--- src/rtl/nibble_serial_add_ctrl.sv ---
// Serial WIDTH-bit add/subtract sequencer driving one shared 4-bit adder slice, LSB nibble first.
// Optional signed saturation of the result is enabled by defining NIBBLE_ADD_SAT_EN.
module nibble_serial_add_ctrl #(
  parameter int WIDTH = 16
) (
  input  logic             clk,
  input  logic             rst,
  input  logic             in_valid,
  output logic             in_ready,
  input  logic [WIDTH-1:0] a,
  input  logic [WIDTH-1:0] b,
  input  logic             sub,
  output logic             out_valid,
  input  logic             out_ready,
  output logic [WIDTH-1:0] result,
  output logic             carry_out,
  output logic             overflow,
  output logic             busy,
  output logic [3:0]       slice_x,
  output logic [3:0]       slice_y,
  output logic             slice_cin,
  input  logic [3:0]       slice_sum,
  input  logic             slice_cout
);

  localparam int NIBBLES = WIDTH / 4;
  localparam int CW = (NIBBLES > 1) ? $clog2(NIBBLES) : 1;
  localparam logic [CW-1:0] LAST_NIB = CW'(NIBBLES - 1);

  typedef enum logic [1:0] {IDLE, RUN, DONE} state_t;

  state_t           state_reg;
  logic [WIDTH-1:0] a_reg;
  logic [WIDTH-1:0] b_reg;
  logic [CW-1:0]    cnt_reg;
  logic             carry_reg;

  logic [3:0]       a_nib [NIBBLES];
  logic [3:0]       b_nib [NIBBLES];
  logic [WIDTH-1:0] result_next;
  logic             overflow_next;

  // Nibble views of the operands and the result with the current nibble replaced by the slice sum.
  generate
    for (genvar gi = 0; gi < NIBBLES; gi++) begin : g_nib
      assign a_nib[gi] = a_reg[4*gi +: 4];
      assign b_nib[gi] = b_reg[4*gi +: 4];
      assign result_next[4*gi +: 4] = (cnt_reg == CW'(gi)) ? slice_sum : result[4*gi +: 4];
    end
  endgenerate

  // b_reg already holds the effective (possibly inverted) operand, so one rule covers add and subtract.
  assign overflow_next = (a_reg[WIDTH-1] == b_reg[WIDTH-1]) && (slice_sum[3] != a_reg[WIDTH-1]);

`ifdef NIBBLE_ADD_SAT_EN
  logic [WIDTH-1:0] sat_value;
  assign sat_value = a_reg[WIDTH-1] ? {1'b1, {(WIDTH-1){1'b0}}} : {1'b0, {(WIDTH-1){1'b1}}};
`endif

  assign in_ready  = (state_reg == IDLE) && !rst;
  assign busy      = (state_reg != IDLE);
  assign slice_x   = (state_reg == RUN) ? a_nib[cnt_reg] : 4'd0;
  assign slice_y   = (state_reg == RUN) ? b_nib[cnt_reg] : 4'd0;
  assign slice_cin = (state_reg == RUN) ? carry_reg : 1'b0;

  always_ff @(posedge clk) begin
    if (rst) begin
      state_reg <= IDLE;
      a_reg     <= '0;
      b_reg     <= '0;
      cnt_reg   <= '0;
      carry_reg <= 1'b0;
      out_valid <= 1'b0;
      result    <= '0;
      carry_out <= 1'b0;
      overflow  <= 1'b0;
    end else begin
      case (state_reg)
        IDLE: begin
          if (in_valid) begin
            a_reg     <= a;
            b_reg     <= sub ? ~b : b;
            carry_reg <= sub;
            cnt_reg   <= '0;
            state_reg <= RUN;
          end
        end
        RUN: begin
          result    <= result_next;
          carry_reg <= slice_cout;
          cnt_reg   <= cnt_reg + CW'(1);
          if (cnt_reg == LAST_NIB) begin
            cnt_reg   <= '0;
            state_reg <= DONE;
            out_valid <= 1'b1;
            carry_out <= slice_cout;
            overflow  <= overflow_next;
`ifdef NIBBLE_ADD_SAT_EN
            if (overflow_next) result <= sat_value;
`endif
          end
        end
        DONE: begin
          if (out_ready) begin
            out_valid <= 1'b0;
            state_reg <= IDLE;
          end
        end
        default: begin
          state_reg <= IDLE;
          out_valid <= 1'b0;
        end
      endcase
    end
  end

endmodule
--- config.mk ---
export PLATFORM = sky130hd
export DESIGN_NAME = nibble_serial_add_ctrl
export DESIGN_NICKNAME = d
export VERILOG_FILES = /design/src/rtl/nibble_serial_add_ctrl.sv
export SDC_FILE = /design/constraint.sdc
export NUM_CORES = 1
export LEC_CHECK = 0
export CAP_MARGIN = 15
export CORE_UTILIZATION = 44
export CTS_BUF_LIST = sky130_fd_sc_hd__clkbuf_4
export DETAILED_ROUTE_END_ITERATION = 8
export PLACE_DENSITY = 0.81
export REMOVE_ABC_BUFFERS = 1
export SLEW_MARGIN = 20
export SYNTH_ARGS = -nofsm -noshare
export SYNTH_HDL_FRONTEND = slang
export SYNTH_SLANG_ARGS = --single-unit
export TNS_END_PERCENT = 30
--- constraint.sdc ---
create_clock -name clk -period 1.71 [get_ports clk]
set_input_delay 0.513 -clock clk [delete_from_list [all_inputs] [get_ports clk]]
set_output_delay 0.513 -clock clk [all_outputs]
set_load 0.02 [all_outputs]
After elaboration in Yosys (flattened, before gate mapping). Cells that the tools add are included.

$lt $le $gt $ge: 1. Reduce and logical (&&, ||, !) cells: 15. Add/sub/neg operators: 1. Equality and inequality tests: 10. Bitwise operators: 3. Multiplexer cells: 22.

Operators with widths (count): $mux W4 (6); $bmux W4 S2 (2); $mux W16 (1); $not A16 Y16 (1); $reduce_and A2 Y1 (6); $mux W2 (5); $eq A2 B2 Y1 const B (3); $pmux W2 S3 (1); $reduce_and A3 Y1 (2); $eq A2 B1 Y1 const B (2); $logic_not A2 Y1 (2); $mux W1 (4); $ne A2 B2 Y1 const B (2); $pmux W2 S2 (1); $reduce_bool A2 Y1 (2); $ge A3 B3 Y1 const B (1); $not A2 Y3 (1); $pmux W1 S3 (1); $add A2 B1 Y2 const B (1); $logic_and A1 B1 Y1 (2); $ne A2 B1 Y1 const B (1); $pmux W1 S2 (1); $eq A1 B1 Y1 (1); $logic_not A1 Y1 (1); other kinds (2) (2).

Word-level logic and storage cells: 64. Flip-flop bits (word level): 56. Input bits: 42. Output and inout port bits: 30.

Depth between registers and ports, before layout.
Depth in word-level cells: 5. Mapped depth: 6. Gate-level depth less buffers: 5.

Worst setup path after synthesis. Ideal clock, no wire load.

Path type: register to output. Start: reg cnt_reg[0]. End: out slice_x[3]. Stages on the path, launching flop included: 4. Path slack: -0.104 ns. Required time: 1.197 ns. Arrival: 1.301 ns. Path through: dfxtp_1 -> buf_4 -> mux4_2 -> and2_1.

Word-level cells in the longest chain between the ends: 5.

RTL lines: start, declared (line 35) `logic [CW-1:0] cnt_reg;`; start signal, assigned (line 91) `cnt_reg <= cnt_reg + CW'(1);`; $not A2 Y3 (implied by the code) (line 62) `assign slice_x = (state_reg == RUN) ? a_nib[cnt_reg] : 4'd0;`; $bmux W4 S2 (line 62); $mux W4 (implied by the code) (2 in series) (line 62); $mux W4 (line 62); end, declared (line 19) `output logic [3:0] slice_x,`.

No other way between the ends. The select of a mux whose other input is x is not followed.

Worst setup path in the final report.
Start: reg cnt_reg[0]. End: out slice_y[2].

Word-level cells in the longest chain between the ends: 5.

RTL lines: $not A2 Y3 (implied by the code) (line 63) `assign slice_y = (state_reg == RUN) ? b_nib[cnt_reg] : 4'd0;`; $bmux W4 S2 (line 63); $mux W4 (implied by the code) (2 in series) (line 63); $mux W4 (line 63); end, declared (line 20) `output logic [3:0] slice_y,`.

No other way between the ends. The select of a mux whose other input is x is not followed.

==> reports/metrics.yaml <==
overflow: 0
dr.pass1.iters: 4
place_inst: 420
syn_inst: 278
clock_sinks: 56
avgViaCountPerCell: 4.95
clockBufferDepth: 2
ys_ff_latch: 56
antenna_found_initial: 0
core_um2: 5510
min_period_ps: 2170
cap_violations: 0
dpl.hpwl_um: 4120
violations: "setup timing"
synth.cell_area_um2: 2510
htree_num_levels: 2
dieArea_um2: 6000
critPathTopFamily: "multiplexers"
slew_headroom_pct: 62.3
p_leak_uw: 0.00146
fp-row-count: 27
slowest_stage: "mux4_2"
synth_top_area_cell: "dfxtp_1"
final-seq-area_um2: 1130
holdCritPathClass: "reg2reg"
synth_area_leaders: "dfxtp_1, mux4_2, nand2_1, a21oi_1, xnor2_1"
drive_above_1_share_pct: 20.7
n_antenna_cell: 0
cp.depth: 4
io_buffer_count: 71
peakVddDrop_mv: 0.532
period_share_pct: 127
start_util_pct: 45.5
grt_max_degree: 57
ys.flop_type: "dfxtp_1"
grt_usage_pct: 20.4
criticalPathCategory: "reg2out"
critPathMaxFanout: 4
r2r-end: "a_reg[4]$_SDFFE_PP0P_"
clkTransAtPathRegs_ps: 160
clock.fmax_mhz: 460
reg2reg_depth: 7
place_ws_ps: -521
setup_slack_ps: -462
syn_area_per_cell_um2: 9.01
crit_top_cell: "buf_6"
end_kind: "output pin"
setup_viol: 10
worst_slew_pin_slew_ps: 565
die_y_um: 77.5
maxSlewViolCount: 0
io_pins: 72
reg2reg_slack_ps: 120
vias: 2148
critPathMaxStageDelay_ps: 500
finalPower_uw: 2690
cp_cell_sequence: "buf_6 -> mux4_2 -> and2_4 -> buf_6"
ys_top_cells_by_count: "dfxtp_1, nand2_1, a21oi_1"
hold_viol_final: 0
drc: 0
ys_types: 29
synth_edf_count: 0
start_kind: "register"
cts_tree: "yes"
grt_pass1_vias: 2119
setup_tns_ps: -3820
drtAntennaViolNets: 0
stdcell_count: 434
synth_top_area_share_pct: 44.7
numCtsBuffers: 5
nFillCells: 476
drt_iter0_drc: 125
path_buf_inv: 2
clk_latency_ps: 370
timing.rr.start: "state_reg[1]$_SDFFE_PP0P_"
wl_per_cell_um: 13.2
crit_path_start: "cnt_reg[0]$_SDFFE_PP0P_"
cp.arrival_ps: 1660
finalNetCount: 407
multi_input_area_um2: 1310
crit_required_ps: 1200
gp_congestion: 0.781
rsz0062_at_grt: "yes"
fp.dieW_um: 77.5
synthArstFlopShare_pct: 0
grt_pass1_wl_um: 9800
status: "finished with violations"
postRouteWirelength_um: 5730
area_delta_synth_final_pct: 40.8
hold_buffers: 0
cts-root-buf: "clkbuf_4"
yosysSeqAreaShare_pct: 44.7
clock_skew_ps: 7.71
ys_warn_count: 0
post-synth-top-count-cell: "dfxtp_1"
crit_end: "slice_y[2]"
power.density_nw_per_um2: 763
-- placed cells by master (no fill, tap or decap), types with 2 or more instances in the layout --
master,count
a211oi_1,16
a211oi_2,2
a21oi_1,34
and2_4,9
buf_2,3
buf_4,21
buf_6,14
clkbuf_4,6
clkdlybuf4s50_1,40
dfxtp_1,53
dfxtp_2,2
dlygate4sd2_1,19
ha_1,4
inv_1,2
mux2i_1,5
mux4_2,8
nand2_1,46
nand2b_1,4
nand3_1,12
nand3b_1,3
nor2_1,26
nor3_1,2
or3_1,2
xnor2_1,16
-- logic make-up after synthesis --
kind of cell / Yosys count / synth area share, %
compound gates: 54 / 12.9
xor+xnor: 16 / 5.59
fa+ha+maj: 4 / 2.00
buf+inv: 24 / 4.79
flops: 56 / 44.7
mux: 13 / 9.19
simple gates: 111 / 20.8
-- per-layer routing --
| layer | share of wire, % | up-vias | track usage (%) |
|---|---|---|---|
| met3 | 5.4 | 6 | 4.71 |
| met4 | 0.94 | 0 | 4.91 |
| met1 | 43 | 965 | 25.0 |
| li1 | - | 1110 | - |
| met5 | 0 | - | 0 |
| met2 | 50 | 67 | 35.8 |
-- repair_timing --
action,CTS,global route
buffers inserted,7,0
gates cloned,0,0
setup endpoints to repair,30,13
resized for setup,100,4
pin swaps,9,0
-- worst min-delay path, delay by kind of cell (launching register included) --
kind             cells  cell delay [ps]
AND/OR/NAND/NOR      1               50
flip-flops           1              340
AO/OA/AOI/OAI        1               50
-- metrics by stage --
step | hold WS [ps] | util [%] | area [um2]
3_5_place_dp | 446 | 61.3 | 3380
4_1_cts | 463 | 63.8 | 3510
6_report | 460 | 64.1 | 3530
2_1_floorplan | 427 | - | 2390
3_3_place_gp | 439 | 61.3 | 3380
5_1_grt | 481 | 64.1 | 3530
-- worst min path at each step --
stage,cells after the start,end,startpoint,slack (ps)
final,2,result[6]$_SDFFE_PP0P_,result[6]$_SDFFE_PP0P_,460
after global routing,2,result[6]$_SDFFE_PP0P_,result[6]$_SDFFE_PP0P_,480
after CTS,2,result[6]$_SDFFE_PP0P_,result[6]$_SDFFE_PP0P_,460
after detailed placement,2,a_reg[12]$_SDFFE_PP0P_,a_reg[12]$_SDFFE_PP0P_,450
after global placement,2,a_reg[10]$_SDFFE_PP0P_,a_reg[10]$_SDFFE_PP0P_,440
after floorplan,2,a_reg[10]$_SDFFE_PP0P_,a_reg[10]$_SDFFE_PP0P_,430
-- power by group --
part | switching [uW] | total (uW) | internal [uW]
Combinational | 252 | 552 | 301
Clock | 396 | 719 | 323
Sequential | 39.4 | 1420 | 1380
-- final cells by class --
| cell class | instances | area share (%) |
|---|---|---|
| tap | 72 | 2.55 |
| clock inverter | 2 | 0.993 |
| inverter | 2 | 0.213 |
| clock buffer | 6 | 1.28 |
| timing repair buffer | 98 | 26.0 |
| sequential | 56 | 32.0 |
| multi-input combinational | 198 | 37.0 |
No activity file was read; power rests on OpenSTA's default activity.
